<file path="config.mk">
export PLATFORM = sky130hd
export DESIGN_NAME = hpdc_mem_rd_arbiter
export DESIGN_NICKNAME = d
export VERILOG_FILES = /design/src/rtl/hpdc_mem_rd_arbiter.sv
export SDC_FILE = /design/constraint.sdc
export NUM_CORES = 1
export LEC_CHECK = 0
export ABC_AREA = 1
export CAP_MARGIN = 15
export CORE_AREA = 5 5 126 128
export DETAILED_ROUTE_END_ITERATION = 6
export DIE_AREA = 0 0 131 133
export PLACE_DENSITY_LB_ADDON = 0.08
export SETUP_SLACK_MARGIN = 0.5
export SYNTH_ARGS = -nofsm -noshare
export SYNTH_HDL_FRONTEND = slang
export SYNTH_SLANG_ARGS = --single-unit
</file>
<file path="constraint.sdc">
create_clock -name clk_i -period 2.6 [get_ports clk_i]
set_input_delay 0.52 -clock clk_i [delete_from_list [all_inputs] [get_ports clk_i]]
set_output_delay 0.52 -clock clk_i [all_outputs]
set_load 0.05 [all_outputs]
</file>
<file path="src/rtl/hpdc_mem_rd_arbiter.sv">
// HPDCache memory read-channel arbiter: round-robin request grant with lock, requester index in TID MSBs,
// 1-entry response register routing beats back, and per-requester outstanding read tracking.
package hpdc_mem_rd_arbiter_pkg;
    localparam int HPDCACHE_MEM_TID_WIDTH = 8;

    typedef struct packed {
        logic [31:0]                       mem_req_addr;
        logic [7:0]                        mem_req_len;
        logic [2:0]                        mem_req_size;
        logic [HPDCACHE_MEM_TID_WIDTH-1:0] mem_req_id;
        logic                              mem_req_cacheable;
    } mem_req_t;

    typedef struct packed {
        logic [1:0]                        mem_resp_r_error;
        logic [HPDCACHE_MEM_TID_WIDTH-1:0] mem_resp_r_id;
        logic [63:0]                       mem_resp_r_data;
        logic                              mem_resp_r_last;
    } mem_resp_r_t;
endpackage

module hpdc_mem_rd_arbiter
    import hpdc_mem_rd_arbiter_pkg::*;
#(
    parameter int NREQ      = 2,
    parameter int TID_W     = HPDCACHE_MEM_TID_WIDTH,
    parameter int MAX_OUTST = 4,
    localparam int IDX_W    = (NREQ > 1) ? $clog2(NREQ) : 1
) (
    input  logic              clk_i,
    input  logic              rstn_i,
    input  logic [NREQ-1:0]   req_valid_i,
    output logic [NREQ-1:0]   req_ready_o,
    input  mem_req_t          req_i [NREQ],
    output logic [NREQ-1:0]   resp_valid_o,
    input  logic [NREQ-1:0]   resp_ready_i,
    output mem_resp_r_t       resp_o,
    output logic              mem_req_valid_o,
    input  logic              mem_req_ready_i,
    output mem_req_t          mem_req_o,
    input  logic              mem_resp_valid_i,
    output logic              mem_resp_ready_o,
    input  mem_resp_r_t       mem_resp_i,
    output logic [3:0]        outst_o [NREQ],
    output logic              err_o
);

    localparam logic [0:0] ST_IDLE   = 1'b0;
    localparam logic [0:0] ST_LOCKED = 1'b1;

    logic [0:0]       state_q, state_d;
    logic [IDX_W-1:0] rr_ptr_q, rr_ptr_d;
    logic [IDX_W-1:0] lock_idx_q, lock_idx_d;
    logic [NREQ-1:0]  eligible;
    logic [IDX_W-1:0] cand;
    logic             gnt_valid;
    logic [IDX_W-1:0] gnt_idx;
    logic             req_hs;

    logic             resp_full_q, resp_full_d;
    mem_resp_r_t      resp_q, resp_d;
    logic [IDX_W-1:0] dst_q, dst_d;
    logic [IDX_W-1:0] beat_dst;
    logic             beat_dst_ok;
    logic             beat_acc;

    logic [3:0]       outst_q [NREQ];
    logic [3:0]       outst_d [NREQ];
    logic [NREQ-1:0]  inc_v, dec_v;
    logic             err_q, err_d;

    always_comb begin
        for (int i = 0; i < NREQ; i++) begin
            eligible[i] = req_valid_i[i] && (outst_q[i] < 4'(MAX_OUTST));
        end
    end

    // Walk offsets from highest to lowest so the nearest eligible requester at or after rr_ptr wins.
    always_comb begin
        gnt_valid = 1'b0;
        gnt_idx   = rr_ptr_q;
        cand      = rr_ptr_q;
        if (state_q == ST_LOCKED) begin
            gnt_valid = 1'b1;
            gnt_idx   = lock_idx_q;
        end else begin
            for (int k = NREQ - 1; k >= 0; k--) begin
                cand = IDX_W'((int'(rr_ptr_q) + k) % NREQ);
                if (eligible[cand]) begin
                    gnt_valid = 1'b1;
                    gnt_idx   = cand;
                end
            end
        end
    end

    assign req_hs          = gnt_valid && mem_req_ready_i;
    assign mem_req_valid_o = gnt_valid;

    always_comb begin
        for (int i = 0; i < NREQ; i++) begin
            req_ready_o[i] = mem_req_ready_i && gnt_valid && (gnt_idx == IDX_W'(i));
        end
    end

    always_comb begin
        mem_req_o = req_i[gnt_idx];
        mem_req_o.mem_req_id[TID_W-1 -: IDX_W] = gnt_idx;
    end

    always_comb begin
        state_d    = state_q;
        rr_ptr_d   = rr_ptr_q;
        lock_idx_d = lock_idx_q;
        if (gnt_valid) begin
            if (mem_req_ready_i) begin
                state_d  = ST_IDLE;
                rr_ptr_d = IDX_W'((int'(gnt_idx) + 1) % NREQ);
            end else begin
                state_d    = ST_LOCKED;
                lock_idx_d = gnt_idx;
            end
        end
    end

    assign beat_dst         = mem_resp_i.mem_resp_r_id[TID_W-1 -: IDX_W];
    assign beat_dst_ok      = int'(beat_dst) < NREQ;
    assign mem_resp_ready_o = !resp_full_q || resp_ready_i[dst_q];
    assign beat_acc         = mem_resp_valid_i && mem_resp_ready_o;
    assign resp_o           = resp_q;

    always_comb begin
        for (int i = 0; i < NREQ; i++) begin
            resp_valid_o[i] = resp_full_q && (dst_q == IDX_W'(i));
        end
    end

    // A beat loading in the same cycle as the consumer drains the register keeps it full.
    always_comb begin
        resp_full_d = resp_full_q;
        resp_d      = resp_q;
        dst_d       = dst_q;
        if (resp_full_q && resp_ready_i[dst_q]) begin
            resp_full_d = 1'b0;
        end
        if (beat_acc && beat_dst_ok) begin
            resp_full_d = 1'b1;
            resp_d      = mem_resp_i;
            resp_d.mem_resp_r_id[TID_W-1 -: IDX_W] = '0;
            dst_d       = beat_dst;
        end
    end

    always_comb begin
        for (int i = 0; i < NREQ; i++) begin
            inc_v[i] = req_hs && (gnt_idx == IDX_W'(i));
            dec_v[i] = beat_acc && beat_dst_ok && mem_resp_i.mem_resp_r_last && (beat_dst == IDX_W'(i));
        end
    end

    always_comb begin
        err_d = err_q;
        if (beat_acc && !beat_dst_ok) begin
            err_d = 1'b1;
        end
        for (int i = 0; i < NREQ; i++) begin
            outst_d[i] = outst_q[i];
            if (dec_v[i] && (outst_q[i] == 4'd0)) begin
                err_d = 1'b1;
            end
            if (inc_v[i] && !dec_v[i]) begin
                outst_d[i] = outst_q[i] + 4'd1;
            end else if (dec_v[i] && !inc_v[i] && (outst_q[i] != 4'd0)) begin
                outst_d[i] = outst_q[i] - 4'd1;
            end
        end
    end

    assign outst_o = outst_q;
    assign err_o   = err_q;

    always_ff @(posedge clk_i or negedge rstn_i) begin
        if (!rstn_i) begin
            state_q     <= ST_IDLE;
            rr_ptr_q    <= '0;
            lock_idx_q  <= '0;
            resp_full_q <= 1'b0;
            resp_q      <= '0;
            dst_q       <= '0;
            err_q       <= 1'b0;
            for (int i = 0; i < NREQ; i++) begin
                outst_q[i] <= '0;
            end
        end else begin
            state_q     <= state_d;
            rr_ptr_q    <= rr_ptr_d;
            lock_idx_q  <= lock_idx_d;
            resp_full_q <= resp_full_d;
            resp_q      <= resp_d;
            dst_q       <= dst_d;
            err_q       <= err_d;
            for (int i = 0; i < NREQ; i++) begin
                outst_q[i] <= outst_d[i];
            end
        end
    end

    // Requesters must keep valid up while locked and leave the TID index bits clear.
    a_hold_valid: assert property (@(posedge clk_i) disable iff (!rstn_i)
        (state_q == ST_LOCKED) |-> req_valid_i[lock_idx_q]);
    a_tid_clean: assert property (@(posedge clk_i) disable iff (!rstn_i)
        gnt_valid |-> (req_i[gnt_idx].mem_req_id[TID_W-1 -: IDX_W] == '0));
    a_one_ready: assert property (@(posedge clk_i) disable iff (!rstn_i)
        $onehot0(req_ready_o));

endmodule

</file>
==> metrics.cfg <==
[drt]
wl_per_cell_um = 17.1
via_per_inst = 4.52
detailroute.via_count = 5212
routed_wl_mm = 19.8
first_pass_iters = 4
drtIter0Drc = 178
antenna_left = 0
drc = 0

[global_route]
use_met1_pct = 23.9
grt_max_degree = 49
grt_antenna_before_repair = 0
grt.met2_usage_pct = 37.1
grt_pass1_vias = 5343
grt_use_total_pct = 21.1
busiest_layer = met2
grt_pass1_wl_mm = 28.7
grt_use_met3_pct = 6.90
grt_overflow = 0

[placement]
portBuffers = 325
pre_cts_ws_ns = -0.141
placedCellCount = 1105
hpwl_mm = 14.7
place_congestion = 0.868
dpl_cell_area_um2 = 8910

[power_and_ir_drop]
power_mw = 16.2
power_frac_seq_pct = 14.6
switching_power_mw = 8.28
p_clk_share_pct = 8.4
p_per_area_nw_per_um2 = 1610
leakage_nw = 4.96
p_int_mw = 7.90
p_sw_share_pct = 51.2
peakVddDrop_uv = 899
combPwrFrac_pct = 77.0

[finish]
drive_above_1_share_pct = 28.6
syn_to_final_growth_pct = 132
final_nets = 1154
antenna-diode-count = 0
nFillCells = 1148
instances_no_fill = 1154
fin_util_pct = 68.3
stdcell_area_um2 = 10100

[timing]
slew_headroom_pct = 57.0
grt_setup_unrepaired = true
fin_crit_ns = 2.52
worst_pin_slew_ns = 0.645
setup_viol = 0
max_freq_mhz = 396
final_max_slew_viol_count = 0
fin_skew_ns = 0.0102
fin_crit_sh_pct = 97.0
worst_slack_ns = 0.0776
hold_viol_final = 0

[setup_path]
r2r-start = outst_o[2]
crit_path_max_incr_delay_ns = 0.43
endpoint = mem_req_o[1]
r2r_setup_slack_ns = 0.16
crit_slowest_cell = dfrtp_2
required_ns = 2.08
path_max_fanout = 10
r2r-end = outst_o[7]
cp_top_family = simple AND/OR/NAND/NOR gates
crit_type = flip-flop to output pin
worstRegToRegCells = 17
crit_cells = 11
worstSetupEndpointType = output pin
crit_path_start_kind = flip-flop
setup.worst_path.start = outst_o[2]
worst-path-buf-inv = 4
crit_chain = nor2_4 -> nand2_2 -> a21oi_4 -> nand2_2 -> nand2_4 -> buf_6 -> buf_12 -> buf_12 -> nand2_2 -> nand2_4 -> buf_12
arrival_ns = 2.00

[floorplan]
fp-row-count = 45
die_h_um = 133
pin_count = 329
initial_utilization_pct = 29.4
die_w_um = 131
die_area_um2 = 17400
coreArea_um2 = 14800

[logic_synthesis]
netlist_top_cells_area = dfrtp_1, nand2_1, inv_1
ys_ff_latch = 88
avgSynthCellArea_um2 = 7.29
synth_top_area_share_pct = 50.7
yosys_warnings = 0
synth_top_area_cell = dfrtp_1
ys_types = 27
ys_seq_area_share_pct = 50.7
syn_area_um2 = 4340
synth_cells = 595
syn-num-nets = 788

[clocking]
cts-hold-fix-buffers = 0
htreeDepth = 3
cts_buffers = 9
root_buffer = clkbuf_16
clk_latency_ns = 0.35
clock-sinks = 88
cts_max_path_buffers = 2
cts_tree = done
path_clk_slew_ns = 0.07

[run]
maxCapViolCount = 0

[hold_path]
hold_path_class = input pin to asynchronous set/reset pin

[outcome]
outcome = completed

==> synth_stat cells <==
cell / instances
nand2_1: 403
dfrtp_1: 88
inv_1: 19
buf_2: 14
clkbuf_1: 11
nand3_1: 8
nand4_1: 5
o21ai_0: 5
ha_1: 4
nand2_2: 4
nand3_2: 4
nor2_1: 4
a31oi_1: 3
nand2_4: 3
xor2_1: 3
a21oi_1: 2
buf_4: 2
fa_1: 2
inv_2: 2
nor2_2: 2
buf_6: 1
clkinv_2: 1
conb_1: 1
nor2_4: 1
nor3_1: 1
nor4_1: 1
xnor2_1: 1
==> power groups by stage <==
| stage | registers (mW) | clock network (mW) | logic, mW |
|---|---|---|---|
| floorplan | 4.26 | 0 | 4.35 |
| global placement | 2.34 | 0 | 10.8 |
| detailed placement | 2.37 | 0 | 11.0 |
| CTS | 2.35 | 1.39 | 11.7 |
| global route | 2.45 | 1.44 | 13.0 |
| finish | 2.36 | 1.35 | 12.5 |
==> how the worst min path moves through the flow <==
stage                    start          to  slack, ns  cells after the start
finish                  rstn_i  resp_o[57]       0.20                      1
detailed placement  resp_o[62]  resp_o[62]       0.46                      2
CTS                     rstn_i  resp_o[29]       0.21                      1
global route            rstn_i  resp_o[52]       0.25                      1
floorplan               rstn_i       dst_q       0.22                      0
global placement     resp_o[8]   resp_o[8]       0.46                      2
==> timing repair <==
item                                    CTS  global route
setup buffers                            16            10
resized for setup                        72            68
hold endpoints to repair                  0             0
endpoints found under the setup margin   67            88
gates cloned                              3             4
pin swaps                                12            45
==> stage by stage <==
step | hold slack (ns) | TNS (ns)
2_1_floorplan | 0.224 | 0
3_3_place_gp | 0.460 | -0.732
3_5_place_dp | 0.464 | -2.32
4_1_cts | 0.213 | 0
5_1_grt | 0.253 | -0.000923
6_report | 0.200 | 0
==> sequential cells by signal, indices dropped and copies added (netlist names) <==
name / count
outst_o: 8
state_q: 1
resp_o: 74
resp_full_q: 1
err_o: 1
rr_ptr_q: 1
dst_q: 1
lock_idx_q: 1
==> metal layers <==
metal / wire length (µm) / part of all wire, % / up-vias
met4: 465 / 2.4 / 0
met1: 7490 / 38 / 2455
met2: 10300 / 52 / 195
met5: 0 / 0 / -
met3: 1480 / 7.5 / 34
li1: - / - / 2528
==> kinds of logic (layout without fill, tap and decap cells) <==
family	after synthesis	after routing	synth area share, %
AO/OA/AOI/OAI	10	10	1.24
other	1	1	0.0864
XOR/XNOR	4	4	0.808
AND/OR/NAND/NOR	436	436	39.9
adder cells (fa/ha/maj)	6	6	2.08
buffers and inverters	50	421	5.10
flip-flops	88	88	50.7
==> final cells by class <==
type | instances | area (µm²) | area share [%]
inverters | 22 | 92.6 | 0.919
clock inverters | 7 | 85.1 | 0.844
well taps | 188 | 235 | 2.33
repair buffers | 383 | 4510 | 44.8
flip-flops and latches | 88 | 2210 | 21.9
clock buffers | 9 | 225 | 2.23
multi-input cells | 457 | 2720 | 27.0
==> cells in the final DEF, fill, tap and decap left out, types with 7 or more instances in the layout <==
cell	n
buf_6	9
nand2_4	83
clkbuf_16	13
buf_12	63
dfrtp_1	84
buf_4	35
nand2_2	31
dlygate4sd2_1	10
clkdlybuf4s50_1	251
nand2_1	296
dlymetal6s2s_1	7
inv_1	15
(Power assumes the default switching activity.)
